<file path="src/rtl/sensor_pkg.sv">
// sensor_pkg: shared constants and types for the sensor frame transmitter.
//   HEADER / MESSAGE_LENGTH / frame type codes, the frame FSM state type and
//   the payload type (four 16-bit words, word k = bits [16k+15:16k]).
// Optional feature macro: SENSOR_TX_GAP_EN adds the GAP state.
package sensor_pkg;

    localparam logic [7:0]  HEADER            = 8'h55;
    localparam int unsigned MESSAGE_LENGTH    = 11;
    localparam logic [7:0]  ACCELERATION_TYPE = 8'h51;
    localparam logic [7:0]  DIRECTION_TYPE    = 8'h53;

    typedef logic [3:0][15:0] sensor_payload_t;

`ifdef SENSOR_TX_GAP_EN
    typedef enum logic [1:0] {IDLE, LOAD, SEND, GAP} state_t;
`else
    typedef enum logic [1:0] {IDLE, LOAD, SEND} state_t;
`endif

    // Payload byte n (0..7): words go out in order, each little-endian.
    function automatic logic [7:0] payload_byte(sensor_payload_t p, logic [2:0] n);
        return n[0] ? p[n[2:1]][15:8] : p[n[2:1]][7:0];
    endfunction

endpackage

</file>
<file path="src/rtl/sensor_frame_tx_if.sv">
// sensor_frame_tx_if: frame request handshake.
//   send_valid  frame request (master -> slave)
//   send_ready  slave can accept a frame (slave -> master)
//   send_type   frame type byte
//   send_data   64-bit payload, four 16-bit words
interface sensor_frame_tx_if;
    import sensor_pkg::*;

    logic            send_valid;
    logic            send_ready;
    logic [7:0]      send_type;
    sensor_payload_t send_data;

    modport master (output send_valid, output send_type, output send_data, input send_ready);
    modport slave  (input send_valid, input send_type, input send_data, output send_ready);
endinterface

</file>
<file path="src/rtl/async_transmitter.sv">
// async_transmitter: 8N1 UART transmitter, LSB first.
//   clk, rst  clock, asynchronous active-high reset
//   start     one-cycle request, honoured only while idle; data captured with it
//   data      byte to send
//   tx        serial line, idle high (registered)
//   done      one-cycle pulse at the end of the stop bit
module async_transmitter #(
    parameter int unsigned CLK_FREQ = 50_000_000,
    parameter int unsigned BAUD     = 115200
) (
    input  logic       clk,
    input  logic       rst,
    input  logic       start,
    input  logic [7:0] data,
    output logic       tx,
    output logic       done
);
    localparam int unsigned BIT_CYCLES = CLK_FREQ / BAUD;
    localparam int unsigned CW         = (BIT_CYCLES > 2) ? $clog2(BIT_CYCLES) : 1;

    logic          active;
    logic [CW-1:0] cyc;
    logic [3:0]    bit_idx;   // 0 = start bit, 1..8 = data, 9 = stop bit
    logic [8:0]    shreg;     // remaining data bits with the stop bit behind them

    always_ff @(posedge clk or posedge rst) begin
        if (rst) begin
            active  <= 1'b0;
            cyc     <= '0;
            bit_idx <= '0;
            shreg   <= '1;
            tx      <= 1'b1;
            done    <= 1'b0;
        end else begin
            done <= 1'b0;
            if (!active) begin
                if (start) begin
                    active  <= 1'b1;
                    cyc     <= '0;
                    bit_idx <= '0;
                    shreg   <= {1'b1, data};
                    tx      <= 1'b0;
                end
            end else if (cyc == CW'(BIT_CYCLES - 1)) begin
                cyc <= '0;
                if (bit_idx == 4'd9) begin
                    active <= 1'b0;
                    done   <= 1'b1;
                end else begin
                    bit_idx <= bit_idx + 4'd1;
                    tx      <= shreg[0];
                    shreg   <= {1'b1, shreg[8:1]};
                end
            end else begin
                cyc <= cyc + CW'(1);
            end
        end
    end
endmodule

</file>
<file path="src/rtl/sensor_frame_tx.sv">
// sensor_frame_tx: encodes and serialises 11-byte sensor frames
//   (0x55, type, 8 payload bytes, checksum) over an 8N1 UART line.
//   clk, rst  clock, asynchronous active-high reset
//   send      sensor_frame_tx_if slave: send_valid/send_ready/send_type/send_data
//   tx        serial line, idle high
//   busy      frame in progress, equals ~send_ready
// Optional feature macro: SENSOR_TX_GAP_EN (GAP_BITS idle bit-times after each frame).
module sensor_frame_tx
    import sensor_pkg::*;
#(
    parameter int unsigned CLK_FREQ = 50_000_000,
    parameter int unsigned BAUD     = 115200
`ifdef SENSOR_TX_GAP_EN
    ,
    parameter int unsigned GAP_BITS = 10
`endif
) (
    input  logic                clk,
    input  logic                rst,
    sensor_frame_tx_if.slave    send,
    output logic                tx,
    output logic                busy
);
    localparam logic [3:0] LAST_IDX = 4'(MESSAGE_LENGTH - 1);

`ifdef SENSOR_TX_GAP_EN
    localparam int unsigned GAP_CYCLES = GAP_BITS * (CLK_FREQ / BAUD);
    localparam int unsigned GW         = (GAP_CYCLES > 2) ? $clog2(GAP_CYCLES) : 1;
    logic [GW-1:0] gap_cnt;
`endif

    state_t          state;
    logic [3:0]      idx;
    logic [7:0]      csum;
    logic [7:0]      type_q;
    sensor_payload_t data_q;
    logic [7:0]      byte_q;
    logic [7:0]      cur_byte;
    logic            start;
    logic            ready_q;
    logic            done;

    always_comb begin
        cur_byte = csum;
        if (idx == 4'd0) begin
            cur_byte = HEADER;
        end else if (idx == 4'd1) begin
            cur_byte = type_q;
        end else if (idx != LAST_IDX) begin
            cur_byte = payload_byte(data_q, 3'(idx - 4'd2));
        end
    end

    always_ff @(posedge clk or posedge rst) begin
        if (rst) begin
            state   <= IDLE;
            idx     <= '0;
            csum    <= '0;
            type_q  <= '0;
            data_q  <= '0;
            byte_q  <= '0;
            start   <= 1'b0;
            ready_q <= 1'b1;
`ifdef SENSOR_TX_GAP_EN
            gap_cnt <= '0;
`endif
        end else begin
            start <= 1'b0;
            case (state)
                IDLE: begin
                    if (send.send_valid && ready_q) begin
                        type_q  <= send.send_type;
                        data_q  <= send.send_data;
                        idx     <= '0;
                        csum    <= '0;
                        ready_q <= 1'b0;
                        state   <= LOAD;
                    end
                end
                LOAD: begin
                    byte_q <= cur_byte;
                    start  <= 1'b1;
                    if (idx != LAST_IDX) begin
                        csum <= csum + cur_byte;
                    end
                    state <= SEND;
                end
                SEND: begin
                    if (done) begin
                        if (idx == LAST_IDX) begin
`ifdef SENSOR_TX_GAP_EN
                            gap_cnt <= '0;
                            state   <= GAP;
`else
                            ready_q <= 1'b1;
                            state   <= IDLE;
`endif
                        end else begin
                            idx   <= idx + 4'd1;
                            state <= LOAD;
                        end
                    end
                end
`ifdef SENSOR_TX_GAP_EN
                // Two cycles short: the SEND->GAP and IDLE->LOAD->start overhead
                // makes up the rest of the idle time seen on the line.
                GAP: begin
                    if (gap_cnt == GW'(GAP_CYCLES - 3)) begin
                        ready_q <= 1'b1;
                        state   <= IDLE;
                    end else begin
                        gap_cnt <= gap_cnt + GW'(1);
                    end
                end
`endif
                default: begin
                    ready_q <= 1'b1;
                    state   <= IDLE;
                end
            endcase
        end
    end

    async_transmitter #(
        .CLK_FREQ (CLK_FREQ),
        .BAUD     (BAUD)
    ) u_tx (
        .clk   (clk),
        .rst   (rst),
        .start (start),
        .data  (byte_q),
        .tx    (tx),
        .done  (done)
    );

    assign send.send_ready = ready_q;
    assign busy            = ~ready_q;
endmodule

</file>
<file path="src/flat_wrapper.sv">
// flat-port wrapper written by rule: the top's interface ports become plain ports
module sensor_frame_tx_flat import sensor_pkg::*;
#(
    parameter int unsigned CLK_FREQ = 50_000_000,
    parameter int unsigned BAUD     = 115200

)
  (clk, rst, tx, busy, send_send_valid, send_send_type, send_send_data, send_send_ready);
  sensor_frame_tx_if send_i ();
  input  logic clk;
  input  logic rst;
  output logic tx;
  output logic busy;
  input wire logic [$bits(send_i.send_valid)-1:0] send_send_valid;
  input wire logic [$bits(send_i.send_type)-1:0] send_send_type;
  input wire logic [$bits(send_i.send_data)-1:0] send_send_data;
  output wire logic [$bits(send_i.send_ready)-1:0] send_send_ready;
  assign send_i.send_valid = send_send_valid;
  assign send_i.send_type = send_send_type;
  assign send_i.send_data = send_send_data;
  assign send_send_ready = send_i.send_ready;
  sensor_frame_tx #(.CLK_FREQ(CLK_FREQ), .BAUD(BAUD)) u_core (.clk(clk), .rst(rst), .send(send_i), .tx(tx), .busy(busy));
endmodule
</file>
<file path="config.mk">
export PLATFORM = sky130hd
export DESIGN_NAME = sensor_frame_tx_flat
export DESIGN_NICKNAME = d
export VERILOG_FILES = /design/src/rtl/sensor_pkg.sv /design/src/rtl/sensor_frame_tx_if.sv /design/src/rtl/async_transmitter.sv /design/src/rtl/sensor_frame_tx.sv /design/src/flat_wrapper.sv
export SDC_FILE = /design/constraint.sdc
export NUM_CORES = 1
export LEC_CHECK = 0
export ABC_AREA = 0
export BUFFER_PORTS_ARGS = -buffer_cell sky130_fd_sc_hd__buf_2
export CORE_MARGIN = 4
export CORE_UTILIZATION = 50
export DETAILED_ROUTE_END_ITERATION = 16
export GPL_TIMING_DRIVEN = 0
export PLACE_DENSITY_LB_ADDON = 0.3
export SKIP_LAST_GASP = 1
export SLEW_MARGIN = 30
export SYNTH_ARGS = -nofsm -noshare
export SYNTH_HDL_FRONTEND = slang
export SYNTH_SLANG_ARGS = --single-unit
export TNS_END_PERCENT = 30
</file>
<file path="constraint.sdc">
create_clock -name clk -period 3.95 [get_ports clk]
set_clock_uncertainty 0.05 [all_clocks]
set_input_delay 0.395 -clock clk [delete_from_list [all_inputs] [get_ports clk]]
set_output_delay 0.395 -clock clk [all_outputs]
set_load 0.05 [all_outputs]
</file>
==> impl_metrics.csv, run 1 <==
group,metric,value,unit
finish,final_common_cell,"nand2_1",
placement,pre_cts_ws,0.0168,ns
routing,wl_per_cell,16.4,um
routing,wl,14500,um
critical_path,reg2reg_from,"u_core.idx[2]",
timing,fin_worst_hold_slack,0.117,ns
finish,final_cell_mix,"nand2_1 (257), dfrtp_1 (109), buf_2 (81)",
power,p_sw_frac,0.227,
logic_synthesis,syn_inst,629,
run,drv_cap,0,
logic_synthesis,ys_seq_area_frac,0.504,
critical_path,path_class,"flop to flop",
power,p_seq_frac,0.433,
status,outcome,"completed",
logic_synthesis,synth_cell_types,49,
finish,final_layout_size_suffix_gt1_frac,0.220,
worst_hold_path,hold_depth,3,
die,core,11600,sq um
clocking,cts_tree,"done",
critical_path,critPathCaptureType,"flop",
critical_path,reg2reg_to,"u_core.csum[6]",
clocking,path_clk_slew,0.05,ns
logic_synthesis,synthFlopType,"dfrtp_1",
finish,fin_util,0.621,
clocking,cts.sinks,120,
clocking,cts_max_level,4,
routing,num_vias,4853,
power,finalPower,3.11,mW
placement,hpwl,10200,um
placement,placedCellCount,850,
power,p_clk_frac,0.479,
power,p_switching,0.705,mW
global_routing,grt_pass1_vias,5045,
die,io_pins,78,
power,power.leakage,3.68,nW
timing,fmax,0.272,GHz
logic_synthesis,synth_area,5980,sq um
die,start_util,0.517,
power,intPower,2.40,mW
timing,final_hold_viol_count,0,
timing,layout_min_cycle_time,3.68,ns
placement,globalplace.congestion,0.848,
critical_path,worstRegToRegCells,15,
die,die_x,117,um
clocking,cts_buffers,17,
logic_synthesis,synth-edff-count,0,
clocking,max-clock-path-buffers,2,
timing,min_period_over_period,0.932,
routing,drtAntennaViolNets,0,
worst_hold_path,hold_path.class,"input port to flop",
global_routing,grt_max_degree,98,
timing,setup_viol,0,
critical_path,arrival,3.91,ns
worst_hold_path,min_to,"u_core.data_q[57]",
logic_synthesis,synthesis.nets,721,
routing,drt_iter0_drc,287,
global_routing,track_usage,0.220,
finish,final_nets,821,
die,die_area,13800,sq um
logic_synthesis,yosys_warnings,0,
timing,tightestPinTransition,0.704,ns
logic_synthesis,async_flop_share,1.00,
finish,syn2layout_area_growth,20.1,%
clocking,clk_latency,0.42,ns
routing,first_pass_iters,5,
critical_path,cp.required,4.18,ns
timing,relSlewSlack,0.529,
worst_hold_path,min_from,"send_send_data[57]",
power,power_density,433,nW/um^2
timing,rsz0062_at_grt,"no",
global_routing,overflow,0,
clocking,root_buffer,"clkbuf_16",
global_routing,grt_antenna_before_repair,0,
critical_path,crit_fanout,10,
timing,timing.final.ws_setup,0.269,ns
finish,antenna_cells,0,
routing,drc_errors,0,
critical_path,reg2reg_slack,0.27,ns
logic_synthesis,ys_ff_latch,120,
placement,numPortBuffers,77,
routing,via_per_inst,5.48,
critical_path,critPathLaunchType,"flop",
power,ir_worst_vdd,0.276,mV
logic_synthesis,postSynthAreaPerCell,9.51,sq um
die,rows,39,
die,die_h,117,um
power,combinationalPowerShare,0.088,
global_routing,grt_pass1_wl,24100,um
timing,slew_violations,0,
finish,fin_cells,885,
-- repair_timing --
item / in CTS / in global routing
buffers inserted: 0 / 2
endpoints found under the hold margin: 23 / 0
gates cloned: 0 / 0
resized for setup: 1 / 3
setup endpoints to repair: 1 / 1
hold buffers: 1 / 0
-- through the flow --
step / area [sq um] / TNS, ns
finish: 7190 / 0
global route: 7190 / 0
CTS: 7160 / 0
detailed placement: 6580 / 0
global placement: 6550 / -104.12
floorplan: 5980 / 0
-- worst max-delay path: stages, from the launching register on --
cell and delay, ns:
dfrtp_2 0.43, ha_1 0.31, buf_6 0.12, buf_12 0.14, mux4_2 0.54, mux2_2 0.31, o22ai_2 0.15, o21ai_2 0.10
ha_1 0.22, fa_2 0.36, a21o_1 0.17, a21oi_2 0.17, o21bai_1 0.08, a21oi_1 0.17, xor2_1 0.16, o21ai_1 0.07
-- registers in the layout, summed over array words and instances (netlist names) --
| name | cells |
|---|---|
| u_core.byte_q | 8 |
| u_core.csum | 8 |
| u_core.data_q | 64 |
| u_core.idx | 4 |
| u_core.send.send_ready | 1 |
| u_core.start | 1 |
| u_core.state | 2 |
| u_core.type_q | 8 |
| u_core.u_tx.active | 1 |
| u_core.u_tx.bit_idx | 4 |
| u_core.u_tx.cyc | 9 |
| u_core.u_tx.done | 1 |
| u_core.u_tx.shreg | 8 |
| u_core.u_tx.tx | 1 |
-- worst max path at each step --
stage	from	endpoint	slack [ns]	cells after the start
4_1_cts	u_core.idx[2]	u_core.csum[6]	0.08	15
3_3_place_gp	rst	u_core.type_q[1]	-0.95	2
2_1_floorplan	rst	u_core.byte_q[0]	0.34	1
3_5_place_dp	u_core.idx[2]	u_core.csum[6]	0.02	15
6_report	u_core.idx[2]	u_core.csum[6]	0.27	15
5_1_grt	u_core.idx[2]	u_core.csum[6]	0.08	15
-- cell families (layout without fill, tap and decap cells) --
group / Yosys count / after routing / share of synthesized area
flip-flops: 120 / 120 / 0.504
adder cells (fa/ha/maj): 17 / 17 / 0.0368
AND/OR/NAND/NOR: 318 / 318 / 0.221
XOR/XNOR: 10 / 10 / 0.0146
AO/OA/AOI/OAI: 86 / 86 / 0.0872
multiplexers: 32 / 32 / 0.0935
buffers and inverters: 46 / 159 / 0.0429
-- layout make-up --
class / instances / area [sq um]
buffer: 33 / 198
timing repair buffer: 81 / 438
multi-input combinational: 463 / 2710
sequential: 120 / 3020
fill: 949 / 4380
clock buffer: 23 / 478
clock inverter: 9 / 97.6
tap: 143 / 179
inverter: 13 / 66.3
-- synthesized netlist by cell type (all sizes together), types with 4 or more instances --
library cell  instances  area [sq um]
buf                  14           126
inv                  13          58.8
o21ai                40           211
clkbuf               19          71.3
mux4                 16           390
nand2b                7          43.8
nand2               258           976
dfstp                10           263
xnor2                 4          35.0
o22a                  5          43.8
o22ai                 4          43.8
nor2b                 5          31.3
ha                   16           200
o21a                  5          37.5
nor2                 13          56.3
dfrtp               110          2750
mux2                  7          78.8
mux2i                 9          90.1
a21o                  4          30.0
xor2                  6          52.6
nand3                17          85.1
a21oi                21           105
-- layer usage --
| layer | vias to the layer above | track usage | part of all wire |
|---|---|---|---|
| met5 | - | 0 | 0 |
| met2 | 180 | 0.364 | 0.49 |
| li1 | 2295 | - | - |
| met1 | 2346 | 0.277 | 0.42 |
| met3 | 32 | 0.0515 | 0.061 |
| met4 | 0 | 0.0938 | 0.028 |
-- power groups by stage --
stage / Sequential [mW] / Clock [mW] / Combinational (mW)
3_5_place_dp: 1.36 / 0 / 0.269
6_report: 1.35 / 1.49 / 0.274
2_1_floorplan: 1.35 / 0 / 0.186
5_1_grt: 1.35 / 1.57 / 0.309
3_3_place_gp: 1.36 / 0 / 0.253
4_1_cts: 1.34 / 1.50 / 0.272
Note: power is estimated with default switching activity, not from simulation.
==> run 2: changes to the inputs <==
--- a/config.mk
+++ b/config.mk
@@ -8,7 +8,7 @@
 export ABC_AREA = 0
 export BUFFER_PORTS_ARGS = -buffer_cell sky130_fd_sc_hd__buf_2
 export CORE_MARGIN = 4
-export CORE_UTILIZATION = 50
+export CORE_UTILIZATION = 55
 export DETAILED_ROUTE_END_ITERATION = 16
 export GPL_TIMING_DRIVEN = 0
 export PLACE_DENSITY_LB_ADDON = 0.3
==> run 2 against run 1 <==
Net effect:
- core utilization rose by 11 points
- combinational power increased by 14%
- critical path type unchanged
- critical endpoint unchanged
- critical path depth stayed put
- sequential power is essentially flat
- register-to-register slack got worse by 0.17 ns
==> impl_metrics.csv, run 2 (synthesis gave the netlist of run 1 again) <==
group,metric,value,unit
status,outcome,"completed",
placement,hpwl,10200,um
clocking,cts_max_level,4,
clocking,max-clock-path-buffers,2,
critical_path,path_common_cell,"ha_1",
die,io_pins,78,
critical_path,worstRegToRegCells,15,
die,rows,37,
timing,layout_min_cycle_time,3.85,ns
power,p_seq_frac,0.423,
clocking,postCtsSetupRepairBufs,0,
routing,drc_errors,0,
critical_path,critPathCaptureType,"flop",
critical_path,reg2reg_slack,0.1,ns
finish,reg.largest.list,"u_core.data_q x64, u_core.u_tx.cyc x9",
finish,fin_util,0.728,
timing,tightestPinTransition,0.689,ns
power,intPower,2.44,mW
timing,fin_worst_hold_slack,0.00895,ns
timing,fmax,0.260,GHz
finish,final_common_cell,"nand2_1",
timing,setup_viol,0,
timing,min_period_over_period,0.975,
power,power.leakage,3.86,nW
global_routing,grt_antenna_before_repair,0,
critical_path,path_class,"flop to flop",
routing,wl_per_cell,17.0,um
die,start_util,0.572,
clocking,root_buffer,"clkbuf_8",
critical_path,arrival,4.21,ns
timing,rsz0062_at_grt,"no",
finish,syn2layout_area_growth,27.4,%
critical_path,reg2reg_to,"u_core.csum[6]",
critical_path,cp_cell_sequence,"ha_1 > buf_6 > buf_12 > mux4_2 > mux2_2 > o22ai_2 > o21ai_2 > ha_1 > fa_2 > a21o_1 > a21oi_2 > o21bai_1 > a21oi_1 > xor2_1 > o21ai_1",
clocking,clk_latency,0.54,ns
clocking,path_clk_slew,0.06,ns
die,core,10500,sq um
timing,relSlewSlack,0.539,
run,drv_cap,0,
finish,largest-register,"u_core.data_q",
critical_path,crit_buf_inv,2,
finish,antenna_cells,0,
worst_hold_path,min_from,"send_send_data[53]",
placement,globalplace.congestion,0.817,
global_routing,track_usage,0.260,
critical_path,crit_fanout,10,
global_routing,grt_pass1_vias,5368,
die,die_h,112,um
global_routing,grt_pass1_wl,25700,um
critical_path,reg2reg_from,"u_core.idx[2]",
routing,drt_iter0_drc,456,
placement,numPortBuffers,77,
critical_path,slowest_stage,"mux4_2",
clocking,cts_tree,"done",
routing,via_per_inst,5.49,
die,die_area,12600,sq um
finish,final_nets,865,
power,p_clk_frac,0.478,
routing,wl,15700,um
power,ir_worst_vdd,0.371,mV
clocking,cts_buffers,17,
worst_hold_path,hold_path.class,"input port to flop",
global_routing,overflow,0,
routing,num_vias,5050,
critical_path,critPathLaunchType,"flop",
finish,largest_reg_flops,64,
finish,final_cell_mix,"nand2_1 (257), dfrtp_1 (110), buf_2 (81)",
timing,slew_violations,0,
power,p_sw_frac,0.232,
power,p_switching,0.737,mW
global_routing,grt_max_degree,62,
critical_path,critical_path.top_delay_family,"compound AO/OA/AOI/OAI gates",
critical_path,cp.required,4.31,ns
finish,final_layout_size_suffix_gt1_frac,0.204,
critical_path,crit_start,"u_core.idx[2]",
power,combinationalPowerShare,0.099,
clocking,cts.sinks,120,
worst_hold_path,min_to,"u_core.data_q[53]",
power,power_density,417,nW/um^2
worst_hold_path,hold_depth,3,
routing,first_pass_iters,5,
timing,final_hold_viol_count,0,
die,die_x,112,um
routing,drtAntennaViolNets,0,
critical_path,max_stage_delay,0.56,ns
[run 2: changes by cell type in the layout (fill, tap and decap cells not counted)]
cell,change
buf_4,-2
bufinv_16,+1
clkbuf_1,-2
clkbuf_16,-1
dfrtp_1,+1
dfrtp_2,-1
dlygate4sd3_1,+46
[run 2: how the worst max path moves through the flow]
stage	to	slack (ns)	cells after the start
CTS	u_core.csum[6]	0.03	15
floorplan	u_core.byte_q[0]	0.34	1
global placement	u_core.type_q[5]	-0.93	2
finish	u_core.csum[6]	0.1	15
global route	u_core.csum[6]	0.04	15
detailed placement	u_core.csum[6]	-0.06	15
[run 2: stage by stage]
stage	setup slack, ns	setup TNS [ns]	area [sq um]	total power [mW]	std cells
floorplan	0.336	0	5980	1.53	629
global placement	-0.928	-101.35	6540	1.61	842
detailed placement	-0.0561	-0.0561	6570	1.63	843
CTS	0.0306	0	7600	3.18	919
global route	0.0384	0	7620	3.29	920
finish	0.0976	0	7620	3.18	920
[run 2: area by class of cell]
cell class              count  area (sq um)
flip-flops and latches    120          3020
fillers                   739          2840
multi-input cells         463          2710
repair buffers            125           883
clock buffers              20           445
plain buffers              33           198
well taps                 136           170
clock inverters            10           128
inverters                  13          66.3
[run 2: power groups by stage]
stage | sequential, mW | clock, mW | combinational, mW
2_1_floorplan | 1.35 | 0 | 0.186
3_3_place_gp | 1.36 | 0 | 0.252
3_5_place_dp | 1.36 | 0 | 0.270
4_1_cts | 1.34 | 1.53 | 0.307
5_1_grt | 1.35 | 1.59 | 0.346
6_report | 1.34 | 1.52 | 0.313
[run 2: timing repair]
item                                    CTS  global route
hold buffers                             46             1
hold endpoints to repair                 94             1
endpoints found under the setup margin    1             1
gates resized for setup                   1             2
[run 2: metal layers]
layer | routed length [um] | share of wire | track usage
met5 | 0 | 0 | 0
met2 | 7970 | 0.51 | 0.438
met3 | 944 | 0.060 | 0.0722
met1 | 6250 | 0.40 | 0.307
met4 | 499 | 0.032 | 0.127
[run 2: worst min-delay path, cell delays in order]
cell and delay (ns):
buf_2 0.08, nand2_1 0.04, nand2_1 0.05
==> run 3: changes to the inputs <==
--- a/config.mk
+++ b/config.mk
@@ -11,7 +11,7 @@
 export CORE_UTILIZATION = 55
 export DETAILED_ROUTE_END_ITERATION = 16
 export GPL_TIMING_DRIVEN = 0
-export PLACE_DENSITY_LB_ADDON = 0.3
+export PLACE_DENSITY = 0.82
 export SKIP_LAST_GASP = 1
 export SLEW_MARGIN = 30
 export SYNTH_ARGS = -nofsm -noshare
==> run 3 against run 2 <==
Net effect:
- total power is 1.9% lower
- via count is 2.8% lower
- final cell count fell by 3.7%
- clock power is essentially flat
- wire length is 4.1% lower
- sequential power barely moved
- critical endpoint unchanged
==> impl_metrics.csv, run 3 (synthesis gave the netlist of run 1 again) <==
group,metric,value,unit
status,outcome,"completed",
clocking,path_clk_slew,0.06,ns
worst_hold_path,hold_depth,3,
die,core,10500,sq um
placement,globalplace.congestion,0.820,
critical_path,worstRegToRegCells,15,
power,p_clk_frac,0.476,
worst_hold_path,min_to,"u_core.data_q[18]",
critical_path,critPathCaptureType,"flop",
timing,fmax,0.261,GHz
routing,drtAntennaViolNets,0,
power,power_density,431,nW/um^2
power,p_switching,0.736,mW
routing,first_pass_iters,5,
timing,final_hold_viol_count,0,
finish,largest-register,"u_core.data_q",
finish,final_cell_area,7240,sq um
critical_path,arrival,4.15,ns
placement,dpl_cell_area,6570,sq um
timing,relSlewSlack,0.552,
run,drv_cap,0,
worst_hold_path,min_from,"send_send_data[18]",
finish,final_nets,829,
routing,drc_errors,0,
finish,reg.largest.list,"u_core.data_q x64, u_core.u_tx.cyc x9",
clocking,cts_buffers,17,
die,die_h,112,um
finish,final_common_cell,"nand2_1",
power,ir_worst_vdd,0.332,mV
die,die_area,12600,sq um
timing,layout_min_cycle_time,3.83,ns
global_routing,overflow,0,
critical_path,cp.required,4.28,ns
finish,final_layout_size_suffix_gt1_frac,0.219,
critical_path,reg2reg_slack,0.12,ns
die,start_util,0.572,
clocking,root_buffer,"clkbuf_8",
die,rows,37,
finish,final_cell_mix,"nand2_1 (257), dfrtp_1 (110), buf_2 (81)",
timing,setup_tns,0,ns
critical_path,critPathLaunchType,"flop",
timing,fin_worst_hold_slack,0.0133,ns
power,intPower,2.38,mW
clocking,cts_tree,"done",
clocking,cts.sinks,120,
power,p_sw_frac,0.236,
finish,syn2layout_area_growth,21.0,%
global_routing,grt_antenna_before_repair,0,
timing,setup_viol,0,
die,io_pins,78,
routing,num_vias,4909,
critical_path,crit_fanout,10,
finish,antenna_cells,0,
placement,hpwl,10200,um
power,p_seq_frac,0.431,
routing,wl_per_cell,17.0,um
power,finalPower,3.12,mW
critical_path,reg2reg_from,"u_core.idx[2]",
routing,wl,15000,um
timing,slew_violations,0,
critical_path,reg2reg_to,"u_core.csum[6]",
worst_hold_path,hold_path.class,"input port to flop",
global_routing,grt_pass1_wl,25100,um
routing,drt_iter0_drc,509,
finish,largest_reg_flops,64,
power,combinationalPowerShare,0.092,
global_routing,track_usage,0.252,
global_routing,grt_pass1_vias,5251,
critical_path,path_class,"flop to flop",
timing,rsz0062_at_grt,"no",
clocking,max-clock-path-buffers,2,
timing,tightestPinTransition,0.669,ns
clocking,clk_latency,0.52,ns
clocking,cts_max_level,4,
power,power.leakage,3.70,nW
routing,via_per_inst,5.54,
timing,min_period_over_period,0.969,
die,die_x,112,um
placement,numPortBuffers,77,
global_routing,grt_max_degree,69,
## run 3: final cells by class
class	instances	area, sq um
Buffer	33	198
Clock buffer	24	470
Clock inverter	8	97.6
Fill cell	764	3220
Inverter	13	66.3
Multi-Input combinational cell	463	2710
Sequential cell	120	3020
Tap cell	136	170
Timing Repair Buffer	89	510
## run 3: metal layers
layer / vias up / wire (um) / track usage
li1: 2308 / - / -
met1: 2380 / 5970 / 0.306
met2: 189 / 7670 / 0.419
met3: 32 / 989 / 0.0679
met4: 0 / 390 / 0.121
met5: - / 0 / 0
## run 3: per-stage QoR
stage	utilization	std cells	setup slack, ns
4_1_cts	0.688	881	0.0131
3_5_place_dp	0.628	843	-0.0351
5_1_grt	0.692	886	0.0225
2_1_floorplan	-	629	0.336
6_report	0.692	886	0.122
3_3_place_gp	0.625	842	-0.882
## run 3: power by group through the flow
| stage | clock network (mW) | logic [mW] | registers (mW) |
|---|---|---|---|
| floorplan | 0 | 0.186 | 1.35 |
| global placement | 0 | 0.251 | 1.36 |
| detailed placement | 0 | 0.271 | 1.36 |
| CTS | 1.49 | 0.283 | 1.34 |
| global route | 1.57 | 0.321 | 1.35 |
| finish | 1.49 | 0.288 | 1.34 |
## run 3: worst max-delay path by stage
stage | from | end
4_1_cts | u_core.idx[2] | u_core.csum[6]
3_5_place_dp | u_core.idx[2] | u_core.csum[6]
3_3_place_gp | rst | u_core.data_q[49]
2_1_floorplan | rst | u_core.byte_q[0]
6_report | u_core.idx[2] | u_core.csum[6]
5_1_grt | u_core.idx[2] | u_core.csum[6]
## run 3: critical path, stage by stage, from the launching register on
cell	delay, ns
dfrtp_1	0.41
ha_1	0.30
buf_6	0.12
buf_12	0.14
mux4_1	0.58
mux2_2	0.32
o22ai_2	0.16
o21ai_2	0.11
ha_1	0.24
fa_2	0.37
a21o_1	0.18
a21oi_2	0.18
o21bai_1	0.08
a21oi_1	0.17
xor2_1	0.18
o21ai_1	0.09
## run 3: what timing repair did
item                                   in CTS  in global routing
resized for setup                           2                  1
setup endpoints to repair                   1                  1
endpoints found under the hold margin      47                  0
hold buffers                                6                  0
pin swaps                                   1                  0
setup buffers                               0                  5
